--- src/rtl/uart_pkg.sv ---
// Shared definitions for the 128-bit UART word receiver.
// Optional even-parity support is enabled by defining UART_WORD_RX_PARITY_EN.
package uart_pkg;

  localparam int CLKS_PER_BIT_DEF = 434;              // 50 MHz / 115200
  localparam int WORD_BYTES_DEF   = 16;               // frames per word
  localparam int WORD_W_DEF       = 8 * WORD_BYTES_DEF;
  localparam int TIMEOUT_BITS_DEF = 20;               // idle bit-times tolerated between frames

  // Receiver states. The byte engine walks IDLE/START/DATA/PARITY/STOP/BREAK;
  // GAP is the word-level view of "byte engine idle with a partial word held".
  typedef enum logic [2:0] {
    IDLE,
    START,
    DATA,
    PARITY,
    STOP,
    GAP,
    BREAK
  } rx_state_e;

  // True when data plus parity bit hold an even number of ones.
  function automatic logic even_parity_ok(input logic [7:0] data, input logic par);
    return ~(^{data, par});
  endfunction

endpackage

--- src/rtl/uart_rx_byte_fsm.sv ---
// Single-frame UART receiver: synchroniser, start-bit glitch rejection and
// mid-bit sampling of data, optional parity and stop bits.
// Frame format is 8N1, or 8E1 when UART_WORD_RX_PARITY_EN is defined.
// byte_valid / frame_err / parity_err / start_ok are single-cycle strobes
// decoded from the current state so the word level can register them.
module uart_rx_byte_fsm
  import uart_pkg::*;
#(
  parameter int CLKS_PER_BIT = uart_pkg::CLKS_PER_BIT_DEF
) (
  input  logic       clk,
  input  logic       rst_n,
  input  logic       rx_serial,
  output logic       start_ok,
  output logic       frame_active,
  output logic       byte_valid,
  output logic [7:0] rx_byte,
  output logic       frame_err,
  output logic       parity_err
);

  localparam int CNT_W = $clog2(CLKS_PER_BIT + 1);
  localparam logic [CNT_W-1:0] HALF_LAST = CNT_W'(CLKS_PER_BIT / 2 - 1);
  localparam logic [CNT_W-1:0] BIT_LAST  = CNT_W'(CLKS_PER_BIT - 1);

  rx_state_e        state, state_nxt;
  logic [CNT_W-1:0] cnt, cnt_nxt;
  logic [2:0]       bit_idx, bit_idx_nxt;
  logic [7:0]       data_sr, data_sr_nxt;
  logic             rx_meta, rx_sync;
`ifdef UART_WORD_RX_PARITY_EN
  logic             par_bit, par_bit_nxt;
`endif

  // Two-flop synchroniser; resets high so reset looks like an idle line.
  always_ff @(posedge clk or negedge rst_n) begin
    if (!rst_n) begin
      rx_meta <= 1'b1;
      rx_sync <= 1'b1;
    end else begin
      // NOTE: clocked state uses non-blocking assignment so every flop samples pre-edge values.
      rx_meta <= rx_serial;
      rx_sync <= rx_meta;
    end
  end

  // State, bit-timing counter and data shift register.
  always_ff @(posedge clk or negedge rst_n) begin
    if (!rst_n) begin
      state   <= IDLE;
      cnt     <= '0;
      bit_idx <= '0;
      data_sr <= '0;
`ifdef UART_WORD_RX_PARITY_EN
      par_bit <= 1'b0;
`endif
    end else begin
      state   <= state_nxt;
      cnt     <= cnt_nxt;
      bit_idx <= bit_idx_nxt;
      data_sr <= data_sr_nxt;
`ifdef UART_WORD_RX_PARITY_EN
      par_bit <= par_bit_nxt;
`endif
    end
  end

  // Next-state and strobe decode; all sampling is at the mid-bit count.
  always_comb begin
    // NOTE: every comb output gets a default first so no path can infer a latch.
    state_nxt   = state;
    cnt_nxt     = cnt;
    bit_idx_nxt = bit_idx;
    data_sr_nxt = data_sr;
`ifdef UART_WORD_RX_PARITY_EN
    par_bit_nxt = par_bit;
`endif
    start_ok    = 1'b0;
    byte_valid  = 1'b0;
    frame_err   = 1'b0;
    parity_err  = 1'b0;

    unique case (state)
      IDLE: begin
        cnt_nxt = '0;
        if (!rx_sync) state_nxt = START;
      end

      START: begin
        if (cnt == HALF_LAST) begin
          cnt_nxt = '0;
          if (!rx_sync) begin
            state_nxt   = DATA;
            bit_idx_nxt = '0;
            start_ok    = 1'b1;
          end else begin
            // Line went back high before mid start bit: a glitch, drop it silently.
            state_nxt = IDLE;
          end
        end else begin
          cnt_nxt = cnt + 1'b1;
        end
      end

      DATA: begin
        if (cnt == BIT_LAST) begin
          cnt_nxt     = '0;
          data_sr_nxt = {rx_sync, data_sr[7:1]};   // LSB arrives first
          bit_idx_nxt = bit_idx + 3'd1;
          if (bit_idx == 3'd7) begin
`ifdef UART_WORD_RX_PARITY_EN
            state_nxt = PARITY;
`else
            state_nxt = STOP;
`endif
          end
        end else begin
          cnt_nxt = cnt + 1'b1;
        end
      end

`ifdef UART_WORD_RX_PARITY_EN
      PARITY: begin
        if (cnt == BIT_LAST) begin
          cnt_nxt     = '0;
          par_bit_nxt = rx_sync;
          state_nxt   = STOP;
        end else begin
          cnt_nxt = cnt + 1'b1;
        end
      end
`endif

      STOP: begin
        if (cnt == BIT_LAST) begin
          cnt_nxt = '0;
          if (!rx_sync) begin
            // Low stop bit outranks a parity mismatch; wait out the low line.
            frame_err = 1'b1;
            state_nxt = BREAK;
          end else begin
            state_nxt = IDLE;
`ifdef UART_WORD_RX_PARITY_EN
            if (!even_parity_ok(data_sr, par_bit)) parity_err = 1'b1;
            else                                   byte_valid = 1'b1;
`else
            byte_valid = 1'b1;
`endif
          end
        end else begin
          cnt_nxt = cnt + 1'b1;
        end
      end

      BREAK: begin
        // A line held low must not retrigger START; wait for it to return high.
        cnt_nxt = '0;
        if (rx_sync) state_nxt = IDLE;
      end

      default: state_nxt = IDLE;
    endcase
  end

  assign rx_byte      = data_sr;
  assign frame_active = (state == DATA) || (state == PARITY) || (state == STOP);

endmodule

--- src/rtl/uart_word_rx.sv ---
// 128-bit UART word receiver: assembles WORD_BYTES back-to-back frames into
// one word, strobes o_rx_dv when complete, and aborts partial words on a
// framing error, parity error or an over-long gap between frames.
// Define UART_WORD_RX_PARITY_EN for 8E1 frames; otherwise 8N1 and
// o_parity_err is tied low.
module uart_word_rx
  import uart_pkg::*;
#(
  parameter int CLKS_PER_BIT = uart_pkg::CLKS_PER_BIT_DEF,
  parameter int WORD_BYTES   = uart_pkg::WORD_BYTES_DEF,
  parameter int TIMEOUT_BITS = uart_pkg::TIMEOUT_BITS_DEF
) (
  input  logic                    i_clk,
  input  logic                    i_rst_n,
  input  logic                    i_rx_serial,
  output logic                    o_rx_dv,
  output logic [8*WORD_BYTES-1:0] o_rx_word,
  output logic                    o_rx_busy,
  output logic                    o_frame_err,
  output logic                    o_timeout_err,
  output logic                    o_parity_err
);

  localparam int WORD_W = 8 * WORD_BYTES;
  localparam int IDX_W  = $clog2(WORD_BYTES);
  localparam int LIMIT  = TIMEOUT_BITS * CLKS_PER_BIT;
  localparam int GAP_W  = $clog2(LIMIT + 1);
  localparam logic [IDX_W-1:0] IDX_LAST = IDX_W'(WORD_BYTES - 1);
  localparam logic [GAP_W-1:0] GAP_LAST = GAP_W'(LIMIT - 1);
  localparam logic [GAP_W-1:0] GAP_MAX  = GAP_W'(LIMIT);

  logic             start_ok, frame_active, byte_valid, frame_err, parity_err;
  logic [7:0]       rx_byte;
  logic [IDX_W-1:0] byte_idx;
  logic [GAP_W-1:0] gap_cnt;
  logic [WORD_W-9:0] word_sr;   // bytes 0..WORD_BYTES-2; the last byte goes straight out
  logic             in_gap, timeout_hit, last_byte, word_done, word_abort;

  uart_rx_byte_fsm #(
    .CLKS_PER_BIT (CLKS_PER_BIT)
  ) u_byte_fsm (
    .clk          (i_clk),
    .rst_n        (i_rst_n),
    .rx_serial    (i_rx_serial),
    .start_ok     (start_ok),
    .frame_active (frame_active),
    .byte_valid   (byte_valid),
    .rx_byte      (rx_byte),
    .frame_err    (frame_err),
    .parity_err   (parity_err)
  );

  // GAP: a partial word is held and no frame is being shifted in.
  assign in_gap      = (byte_idx != '0) && !frame_active;
  assign timeout_hit = in_gap && (gap_cnt == GAP_LAST);
  assign last_byte   = (byte_idx == IDX_LAST);
  assign word_done   = byte_valid && last_byte;
  assign word_abort  = frame_err || parity_err || timeout_hit;

  // Inter-frame gap counter; saturates instead of wrapping.
  always_ff @(posedge i_clk or negedge i_rst_n) begin
    if (!i_rst_n)                gap_cnt <= '0;
    else if (!in_gap)            gap_cnt <= '0;
    else if (gap_cnt != GAP_MAX) gap_cnt <= gap_cnt + 1'b1;
  end

  // Word assembly shift register: each new byte enters at the top so byte 0
  // ends up in the low bits once the word is complete.
  // NOTE: pure datapath storage is left unreset; byte_idx guarantees it is fully rewritten before use.
  always_ff @(posedge i_clk) begin
    if (byte_valid) word_sr <= {rx_byte, word_sr[WORD_W-9:8]};
  end

  // Byte index, delivered word and the data-valid / error strobes.
  always_ff @(posedge i_clk or negedge i_rst_n) begin
    if (!i_rst_n) begin
      byte_idx      <= '0;
      o_rx_dv       <= 1'b0;
      o_rx_word     <= '0;
      o_frame_err   <= 1'b0;
      o_timeout_err <= 1'b0;
    end else begin
      o_rx_dv       <= 1'b0;
      o_frame_err   <= frame_err;
      o_timeout_err <= timeout_hit;
      if (word_abort) begin
        byte_idx <= '0;                       // o_rx_word is never touched by an abort
      end else if (byte_valid) begin
        if (last_byte) begin
          byte_idx  <= '0;
          o_rx_word <= {rx_byte, word_sr};
          o_rx_dv   <= 1'b1;
        end else begin
          byte_idx <= byte_idx + 1'b1;
        end
      end
    end
  end

  // Busy rises once a start bit survives glitch rejection and stays up
  // across inter-frame gaps until the word completes or is aborted.
  always_ff @(posedge i_clk or negedge i_rst_n) begin
    if (!i_rst_n)                       o_rx_busy <= 1'b0;
    else if (start_ok)                  o_rx_busy <= 1'b1;
    else if (word_done || word_abort)   o_rx_busy <= 1'b0;
  end

`ifdef UART_WORD_RX_PARITY_EN
  // Registered parity-mismatch strobe, aligned with the other error strobes.
  always_ff @(posedge i_clk or negedge i_rst_n) begin
    if (!i_rst_n) o_parity_err <= 1'b0;
    else          o_parity_err <= parity_err;
  end
`else
  assign o_parity_err = 1'b0;
`endif

endmodule

--- config.mk ---
export PLATFORM = sky130hd
export DESIGN_NAME = uart_word_rx
export DESIGN_NICKNAME = d
export VERILOG_FILES = /design/src/rtl/uart_pkg.sv /design/src/rtl/uart_rx_byte_fsm.sv /design/src/rtl/uart_word_rx.sv
export SDC_FILE = /design/constraint.sdc
export NUM_CORES = 1
export LEC_CHECK = 0
export ABC_AREA = 1
export CAP_MARGIN = 20
export CORE_ASPECT_RATIO = 1.1
export CORE_MARGIN = 10
export CORE_UTILIZATION = 50
export DETAILED_ROUTE_END_ITERATION = 10
export PLACE_DENSITY = 0.77
export SLEW_MARGIN = 20
export SYNTH_ARGS = -nofsm -noshare
export SYNTH_HDL_FRONTEND = slang
export SYNTH_SLANG_ARGS = --single-unit
--- constraint.sdc ---
create_clock -name i_clk -period 9.3 [get_ports i_clk]
set_input_delay 1.86 -clock i_clk [delete_from_list [all_inputs] [get_ports i_clk]]
set_output_delay 1.86 -clock i_clk [all_outputs]
set_load 0.01 [all_outputs]
==> impl_metrics.tcl, run 1 <==
set metrics [dict create \
    holdWs_ns 0.356 \
    syn-instance-count 973 \
    endpoint_kind "flip-flop" \
    place.gp.congestion 0.820 \
    clock_path_buffers 3 \
    totalWireLength_mm 22.8 \
    insertion_delay_ns 0.53 \
    critPathMaxFanout 73 \
    detail_route.wl_per_cell_microns 16.0 \
    critPathLaunchType "flip-flop" \
    num_vias 7043 \
    seq_area_frac_synth_pct 73.5 \
    cts_setup_buffers 0 \
    antenna_cells 0 \
    die_x_microns 161 \
    synthFlopType "dfrtp_1" \
    layout.nets 1125 \
    drt_iter0_markers 363 \
    yosysWarnings 0 \
    rr_worst_depth 11 \
    netSwitchingFraction_pct 20.0 \
    hpwl_mm 14.3 \
    postSynth.asyncResetShare_pct 59.3 \
    p_sw_uw 497 \
    port_buffers 134 \
    finalSetupViolCount 0 \
    grt_max_degree 94 \
    nFillCells 1663 \
    power_leakage_nw 5.75 \
    fin_tns_setup_ns 0 \
    grt_pass1_wl_mm 37.3 \
    firstDrtPassIters 4 \
    layout_common_cells "nand2_1 (448), dfrtp_1 (173), clkdlybuf4s50_1 (133), edfxtp_1 (120), inv_1 (47)" \
    ys_ff_latch 295 \
    hold_buffers 0 \
    mostFrequentLayoutCell "nand2_1" \
    power_mw 2.49 \
    avgSynthCellArea_sq_um 11.2 \
    crit_type "reg -> reg" \
    die_y_microns 175 \
    ioPinCount 136 \
    viasPerCell 4.94 \
    clock_sinks 295 \
    rsz0062_at_grt "no" \
    ir_worst_vdd_mv 0.160 \
    power_density_mw_per_mm2 186 \
    grtUsageTotal_pct 15.9 \
    rr_endpoint "o_rx_word[37]" \
    clk_pin_slew_ns 0.06 \
    yosysUniqueCellTypes 30 \
    start_util_pct 50.8 \
    hp-start "u_byte_fsm.rx_meta" \
    die_area_sq_mm 0.0280 \
    drv_cap 0 \
    slew_viol_final 0 \
    pwr-share-clk_pct 45.1 \
    syn_area_sq_mm 0.0109 \
    cts_tree "yes" \
    cts_buffers 29 \
    hold_viol_final 0 \
    status "complete, no violations" \
    post-route-util_pct 62.6 \
    postCtsResizedCells 0 \
    core-area_sq_mm 0.0214 \
    fmax_mhz 296 \
    skew_ns 0.00832 \
    rrSetupSlack_ns 5.92 \
    rows 56 \
    cp.arrival_ns 3.83 \
    grt-ovfl-total 0 \
    hold_depth 0 \
    synth-edff-count 120 \
    p_int_mw 1.99 \
    antenna_found_initial 0 \
    htree_levels 1 \
    clockRootBuffer "clkbuf_16" \
    comb_power_share_pct 0.7 \
    fin_crit_sh_pct 36.3 \
    first_global_vias 7180 \
    layout-drive-gt1-share_pct 6.08 \
    syn-num-nets 985 \
    ant_nets 0 \
    p_seq_share_pct 54.2 \
    fin_crit_ns 3.38 \
    tightest_slew_ns 1.08 \
    reg2reg_from "u_byte_fsm.cnt[1]" \
    areaGrowthSynthToFinish_pct 23.2 \
    max-slew-margin-rel_pct 27.8 \
    holdPathEnd "u_byte_fsm.rx_sync" \
    route.detailed.drc 0 \
    critPathRequiredTime_ns 9.75 \
    min_path_type "reg -> reg" \
]
-- how the worst max path moves through the flow --
stage | from | endpoint | slack, ns | depth (start not counted)
floorplan | u_byte_fsm.cnt[1] | word_sr[0] | 3.17 | 8
global placement | i_rst_n | o_rx_word[125] | 5.62 | 2
detailed placement | i_rst_n | o_rx_word[125] | 5.62 | 2
CTS | u_byte_fsm.cnt[1] | o_rx_word[37] | 5.83 | 11
global route | u_byte_fsm.cnt[1] | o_rx_word[37] | 5.59 | 11
finish | u_byte_fsm.cnt[1] | o_rx_word[37] | 5.92 | 11
-- synthesized netlist by cell type (all sizes together) (6+ instances only) --
cell type | n | share of area, %
nand2 | 448 | 15
dfrtp | 173 | 40
edfxtp | 120 | 33
inv | 51 | 1.8
nor2 | 40 | 1.5
o21ai | 30 | 1.4
nand3 | 23 | 1.1
buf | 21 | 1.2
a21oi | 11 | 0.51
nor3 | 11 | 0.51
clkbuf | 10 | 0.35
ha | 9 | 1.0
nand4 | 8 | 0.60
xor2 | 6 | 0.48
-- stage by stage --
| step | setup slack (ns) | std cells | area [sq um] |
|---|---|---|---|
| final | 5.92 | 1425 | 13400 |
| after global routing | 5.59 | 1425 | 13400 |
| after CTS | 5.83 | 1425 | 13400 |
| after detailed placement | 5.62 | 1372 | 12500 |
| after global placement | 5.62 | 1372 | 12500 |
| after floorplan | 3.17 | 973 | 10900 |
-- routing by layer --
metal  up-vias  share of wire [%]  track usage [%]  routed length [microns]
met1      3439                 43             20.7                     9900
met2       181                 47             25.7                    10600
met3        31                8.2             5.03                     1870
met4         0                1.6             3.83                      371
li1       3392                  -                -                        -
met5         -                  0                0                        0
-- cell families after synthesis --
kind of cell,synth area share (%)
buffers and inverters,3.37
AND/OR/NAND/NOR,19.4
AO/OA/AOI/OAI,2.15
other,0.0345
adder cells (fa/ha/maj),1.04
XOR/XNOR,0.484
flip-flops,73.5
-- power by group through the flow --
| stage | Clock [mW] | Combinational, mW | Sequential [mW] |
|---|---|---|---|
| after global placement | 0 | 0.0181 | 1.37 |
| final | 1.12 | 0.0169 | 1.35 |
| after CTS | 1.15 | 0.0181 | 1.35 |
| after global routing | 1.20 | 0.0201 | 1.35 |
| after floorplan | 0 | 0.00126 | 1.37 |
| after detailed placement | 0 | 0.0182 | 1.37 |
-- critical path, stage by stage (launching register included) --
cell and delay [ns]:
dfrtp_1 0.39, inv_1 0.10, ha_1 0.15, nand2_1 0.06, inv_2 0.05, nand2_1 0.08
nor2_4 0.20, nand4_4 0.59, inv_4 0.68, buf_4 0.69, nand2_1 0.15, nand2_1 0.11
-- cell type report --
| type | instances | area, sq um | area share, % |
|---|---|---|---|
| Tap cell | 290 | 363 | 2.71 |
| Timing Repair Buffer | 140 | 1390 | 10.4 |
| Clock buffer | 37 | 806 | 6.02 |
| Multi-Input combinational cell | 595 | 2530 | 18.9 |
| Clock inverter | 16 | 114 | 0.851 |
| Inverter | 52 | 198 | 1.48 |
| Sequential cell | 295 | 7990 | 59.7 |
-- registers in the layout (all words and copies together) (netlist names) --
signal,cells
o_rx_word,128
word_sr,120
gap_cnt,14
u_byte_fsm.cnt,9
u_byte_fsm.rx_byte,8
byte_idx,4
u_byte_fsm.bit_idx,3
u_byte_fsm.state,3
o_frame_err,1
o_rx_busy,1
o_rx_dv,1
o_timeout_err,1
u_byte_fsm.rx_meta,1
u_byte_fsm.rx_sync,1
No activity file was read; power rests on OpenSTA's default activity.
==> run 2, diff against run 1 <==
--- a/config.mk
+++ b/config.mk
@@ -9,9 +9,9 @@
 export CAP_MARGIN = 20
 export CORE_ASPECT_RATIO = 1.1
 export CORE_MARGIN = 10
-export CORE_UTILIZATION = 50
+export CORE_UTILIZATION = 55
 export DETAILED_ROUTE_END_ITERATION = 10
-export PLACE_DENSITY = 0.77
+export PLACE_DENSITY = 0.8
 export SLEW_MARGIN = 20
 export SYNTH_ARGS = -nofsm -noshare
 export SYNTH_HDL_FRONTEND = slang
==> constraint.sdc (replaced) <==
create_clock -name i_clk -period 3.27 [get_ports i_clk]
set_input_delay 0.654 -clock i_clk [delete_from_list [all_inputs] [get_ports i_clk]]
set_output_delay 0.654 -clock i_clk [all_outputs]
set_load 0.01 [all_outputs]
==> run 2 against run 1 <==
Effect of this change:
- clock skew rose by 0.0087 ns
- clock-buffer cell count fell by 2
- sequential power rose to 2.8 times the previous value
- critical path depth fell by 10
- core utilization rose by 7.5 points
- critical endpoint is now o_rx_word[102]
- highest routed layer unchanged
==> impl_metrics.tcl, run 2 (synthesis gave the netlist of run 1 again) <==
set metrics [dict create \
    design_area_sq_mm 0.0135 \
    power_leakage_nw 5.82 \
    core-area_sq_mm 0.0193 \
    antenna_cells 0 \
    layout-drive-gt1-share_pct 6.84 \
    layout_common_cells "nand2_1 (446), dfrtp_1 (173), clkdlybuf4s50_1 (133), edfxtp_1 (120), inv_1 (45)" \
    largest_register_ffs 128 \
    totalWireLength_mm 22.8 \
    place.gp.congestion 0.859 \
    clock_path_buffers 3 \
    reg_top3 "o_rx_word (128), word_sr (120), gap_cnt (14)" \
    endpoint_kind "primary output" \
    fin_crit_sh_pct 66.9 \
    nFillCells 1349 \
    num_vias 6970 \
    place_area_sq_mm 0.0125 \
    port_buffers 134 \
    crit_chain "clkdlybuf4s50_1" \
    finalSetupViolCount 0 \
    comb_power_share_pct 0.7 \
    route.detailed.drc 0 \
    critPathLaunchType "flip-flop" \
    power_density_mw_per_mm2 539 \
    fmax_mhz 457 \
    hold_buffers 0 \
    ir_worst_vdd_mv 0.495 \
    postCtsResizedCells 0 \
    drt_iter0_markers 476 \
    fin_crit_ns 2.19 \
    cts_setup_buffers 0 \
    cts_tree "yes" \
    rsz0062_at_grt "no" \
    tightest_slew_ns 0.714 \
    antenna_found_initial 0 \
    p_sw_mw 1.40 \
    crit_type "reg -> out" \
    rrSetupSlack_ns 1.09 \
    detail_route.wl_per_cell_microns 16.4 \
    layout.nets 1130 \
    clk_pin_slew_ns 0.07 \
    drv_cap 0 \
    critPathMaxFanout 2 \
    grt_max_degree 136 \
    grt-ovfl-total 0 \
    netSwitchingFraction_pct 19.2 \
    worst_path_max_delay_cell "clkdlybuf4s50_1" \
    die_area_sq_mm 0.0258 \
    mostFrequentLayoutCell "nand2_1" \
    endpoint "o_rx_word[102]" \
    top_register "o_rx_word" \
    skew_ns 0.0170 \
    pwr-share-clk_pct 46.7 \
    hpwl_mm 14.8 \
    clockRootBuffer "clkbuf_16" \
    p_seq_share_pct 52.6 \
    cts_buffers 29 \
    viasPerCell 5.02 \
    max_stage_delay_ns 0.59 \
    p_int_mw 5.89 \
    clock_sinks 295 \
    startpoint "o_rx_word[102]" \
    start_util_pct 56.3 \
    grt_pass1_wl_mm 37.7 \
    insertion_delay_ns 0.54 \
    ioPinCount 136 \
    die_x_microns 154 \
    rr_worst_depth 8 \
    power_mw 7.29 \
    cp.depth 1 \
    status "complete, no violations" \
    reg2reg_from "u_byte_fsm.cnt[0]" \
    areaGrowthSynthToFinish_pct 24.4 \
    seq_area_sq_mm 0.00799 \
    rows 53 \
    max-slew-margin-rel_pct 52.4 \
    htree_levels 1 \
    crit_buf_inv 1 \
    grtUsageTotal_pct 17.5 \
    firstDrtPassIters 5 \
    cp_top_family "buffers and inverters" \
    ant_nets 0 \
    hold_viol_final 0 \
    critPathRequiredTime_ns 2.62 \
    min_path_type "in -> async" \
    first_global_vias 7258 \
    slew_viol_final 0 \
    rr_endpoint "word_sr[108]" \
    cp.arrival_ns 1.53 \
    die_y_microns 167 \
    holdWs_ns 0.109 \
    multi_input_area_sq_mm 0.00254 \
]
run 2: cell count changes in the layout (fill, tap and decap cells not counted), sizes merged:
cell	previous run	this run
clkinv	13	11
clkbuf	37	35
clkinvlp	2	3
buf	7	12
bufinv	1	5
run 2: final cells by class:
type / count / area share [%]
inverters: 52 / 1.46
multi-input cells: 595 / 18.8
clock buffers: 35 / 5.61
clock inverters: 19 / 1.69
well taps: 247 / 2.29
flip-flops and latches: 295 / 59.0
repair buffers: 145 / 11.1
run 2: metrics by stage:
step / util [%] / setup WS (ns) / std cells / setup TNS (ns)
2_1_floorplan: - / -0.978 / 973 / -117.36
3_3_place_gp: 65.0 / 1.16 / 1334 / 0
3_5_place_dp: 65.0 / 1.10 / 1334 / 0
4_1_cts: 70.1 / 1.07 / 1388 / 0
5_1_grt: 70.1 / 0.979 / 1388 / 0
6_report: 70.1 / 1.08 / 1388 / 0
run 2: how the worst min path moves through the flow:
stage	from	endpoint	slack (ns)	depth (start not counted)
finish	i_rst_n	o_rx_word[45]	0.11	1
CTS	i_rst_n	o_rx_word[39]	0.13	1
floorplan	u_byte_fsm.rx_meta	u_byte_fsm.rx_sync	0.35	0
global placement	u_byte_fsm.rx_meta	u_byte_fsm.rx_sync	0.36	0
detailed placement	u_byte_fsm.rx_meta	u_byte_fsm.rx_sync	0.35	0
global route	i_rst_n	o_rx_word[23]	0.15	1
run 2: power by group through the flow:
| stage | clock [mW] | combinational [mW] | sequential (mW) |
|---|---|---|---|
| 2_1_floorplan | 0 | 0.00379 | 3.91 |
| 4_1_cts | 3.47 | 0.0569 | 3.83 |
| 3_5_place_dp | 0 | 0.0567 | 3.91 |
| 3_3_place_gp | 0 | 0.0556 | 3.91 |
| 5_1_grt | 3.62 | 0.0628 | 3.83 |
| 6_report | 3.40 | 0.0530 | 3.83 |
run 2: routing by layer:
metal,GRT usage (%),up-vias,wire (microns)
li1,-,3401,-
met1,22.8,3330,9560
met2,28.0,207,10900
met3,5.43,32,2050
met4,4.36,0,350
met5,0,-,0
run 2: worst register-to-register path, cell delays in order (launching register included):
cell     delay [ns]
dfrtp_1        0.48
ha_4           0.17
nand2_2        0.04
inv_2          0.06
nand2_2        0.06
nor2_4         0.16
inv_2          0.08
nor3_4         0.47
buf_12         0.33
==> run 3, diff against run 2 <==
==> constraint.sdc (replaced) <==
create_clock -name i_clk -period 2.3 [get_ports i_clk]
set_input_delay 0.46 -clock i_clk [delete_from_list [all_inputs] [get_ports i_clk]]
set_output_delay 0.46 -clock i_clk [all_outputs]
set_load 0.01 [all_outputs]
==> run 3 against run 2 <==
Effect of this change:
- critical path depth up 10
- first-iteration DRC count is 17% lower
- final area up 0.83%
- sequential power is 42% higher
- clock-buffer cell count grew 4
- register-to-register slack lost 0.89 ns
- setup slack got worse by 0.88 ns
- sequential share of layout area fell by 0.49 points
- core utilization up 0.58 points
- critical endpoint is now o_rx_word[94]
- highest routed layer unchanged
==> impl_metrics.tcl, run 3 (synthesis gave the netlist of run 1 again) <==
set metrics [dict create \
    clk_pin_slew_ns 0.07 \
    hold_viol_final 0 \
    slew_viol_final 0 \
    finalSetupViolCount 0 \
    rsz0062_at_grt "no" \
    cts_buffers 28 \
    die_x_microns 154 \
    start_util_pct 56.3 \
    drv_cap 0 \
    largest_register_ffs 128 \
    route.detailed.drc 0 \
    fin_crit_sh_pct 91.3 \
    crit_type "reg -> reg" \
    antenna_cells 0 \
    status "complete, no violations" \
    hpwl_mm 14.9 \
    cts_setup_buffers 0 \
    top_register "o_rx_word" \
    max_stage_delay_ns 0.41 \
    totalWireLength_mm 23.0 \
    fin_crit_ns 2.10 \
    firstDrtPassIters 4 \
    critPathMaxFanout 91 \
    layout_common_cells "nand2_1 (446), dfrtp_1 (173), clkdlybuf4s50_1 (133), edfxtp_1 (120), inv_1 (45)" \
    ant_nets 0 \
    ir_worst_vdd_mv 0.537 \
    cts_tree "yes" \
    critPathLaunchType "flip-flop" \
    layout-drive-gt1-share_pct 7.16 \
    grtUsageTotal_pct 17.6 \
    insertion_delay_ns 0.53 \
    power_mw 10.4 \
    layout.nets 1136 \
    areaGrowthSynthToFinish_pct 25.5 \
    clockRootBuffer "clkbuf_16" \
    skew_ns 0.0112 \
    fmax_mhz 476 \
    power_density_mw_per_mm2 764 \
    first_global_vias 7261 \
    grt-ovfl-total 0 \
    power_leakage_nw 5.88 \
    post-route-util_pct 70.7 \
    place.gp.congestion 0.803 \
    min_path_type "in -> reg" \
    port_buffers 134 \
    drt_iter0_markers 395 \
    mostFrequentLayoutCell "nand2_1" \
    clock_sinks 295 \
    core-area_sq_mm 0.0193 \
    crit_buf_inv 4 \
    max-slew-margin-rel_pct 66.1 \
    antenna_found_initial 0 \
    worst_path_max_delay_cell "dfrtp_1" \
    reg_top3 "o_rx_word (128), word_sr (120), gap_cnt (14)" \
    critPathRequiredTime_ns 2.71 \
    crit_chain "inv_2, ha_4, nand2_2, inv_2, nand2_2, nor2_4, nand4_4, buf_12, buf_12, nand2_1, nand2_1" \
    viasPerCell 5.09 \
    die_y_microns 167 \
    grt_max_degree 92 \
    clock_path_buffers 3 \
    htree_levels 1 \
    tightest_slew_ns 0.505 \
    final_cell_count_no_fill 1393 \
    place_inst 1340 \
    die_area_sq_mm 0.0258 \
    cp_top_family "buffers and inverters" \
    endpoint_kind "flip-flop" \
    rows 53 \
    cp.arrival_ns 2.51 \
    grt_pass1_wl_mm 37.9 \
    detail_route.wl_per_cell_microns 16.5 \
    ioPinCount 136 \
    num_vias 7086 \
]
-- run 3: changes by cell type in the layout (fill, tap and decap cells not counted) --
cell and delta:
buf_12 +4, clkbuf_8 +4, clkinv_2 -2, clkbuf_16 -1, clkinv_1 -1, inv_4 -1
clkinv_8 +1, clkinvlp_4 -3, buf_4 +2, clkbuf_1 +1, dlygate4sd3_1 +1
-- run 3: what timing repair did --
item                                    in CTS  in global routing
endpoints found under the setup margin       0                  4
endpoints found under the hold margin       44                  0
gates resized for setup                      0                  1
hold buffers                                 1                  0
-- run 3: final timing paths --
kind | startpoint | endpoint | slack [ns] | cells past startpoint
min in group asynchronous | i_rst_n | o_rx_word[39] | 0.44 | 2
max in group asynchronous | i_rst_n | u_byte_fsm.rx_meta | 1.17 | 3
worst min register to register | u_byte_fsm.rx_meta | u_byte_fsm.rx_sync | 0.36 | 0
worst max-delay path | u_byte_fsm.cnt[1] | o_rx_word[94] | 0.20 | 11
worst min-delay path | i_rx_serial | u_byte_fsm.rx_meta | 0.33 | 1
worst max register to register | u_byte_fsm.cnt[1] | o_rx_word[94] | 0.20 | 11
-- run 3: worst reg2reg max path: stages (launching register included) --
cell and delay [ns]:
dfrtp_1 0.41, inv_2 0.10, ha_4 0.13, nand2_2 0.05, inv_2 0.06, nand2_2 0.06, nor2_4 0.16, nand4_4 0.28
buf_12 0.34, buf_12 0.25, nand2_1 0.08, nand2_1 0.07
-- run 3: area by class of cell --
class	count	area, sq um
multi-input cells	595	2540
repair buffers	152	1610
inverters	52	200
clock inverters	13	200
well taps	247	309
flip-flops and latches	295	7990
clock buffers	39	792
fillers	1366	5660
-- run 3: routing by layer --
layer	track usage, %	vias to the layer above	share of wire [%]
met5	0	-	0
li1	-	3423	-
met2	28.4	208	47
met3	5.20	33	7.7
met4	3.90	0	1.7
met1	23.1	3422	43
-- run 3: per-stage QoR --
step | cell area [sq um] | setup TNS, ns | hold WS [ns] | worst slack, ns
after detailed placement | 12600 | 0 | 0.348 | 0.260
final | 13600 | 0 | 0.333 | 0.201
after CTS | 13600 | 0 | 0.316 | 0.163
after global placement | 12600 | 0 | 0.347 | 0.310
after global routing | 13600 | 0 | 0.325 | 0.00512
after floorplan | 10900 | -233.76 | 0.164 | -1.95
-- run 3: report_power, final --
group | total [mW] | leakage, nW | switching, mW | internal, mW
clock network | 4.88 | 0.491 | 1.92 | 2.97
registers | 5.45 | 3.10 | 0.00112 | 5.45
logic | 0.0806 | 2.28 | 0.0663 | 0.0142
total | 10.4 | 5.88 | 1.98 | 8.43
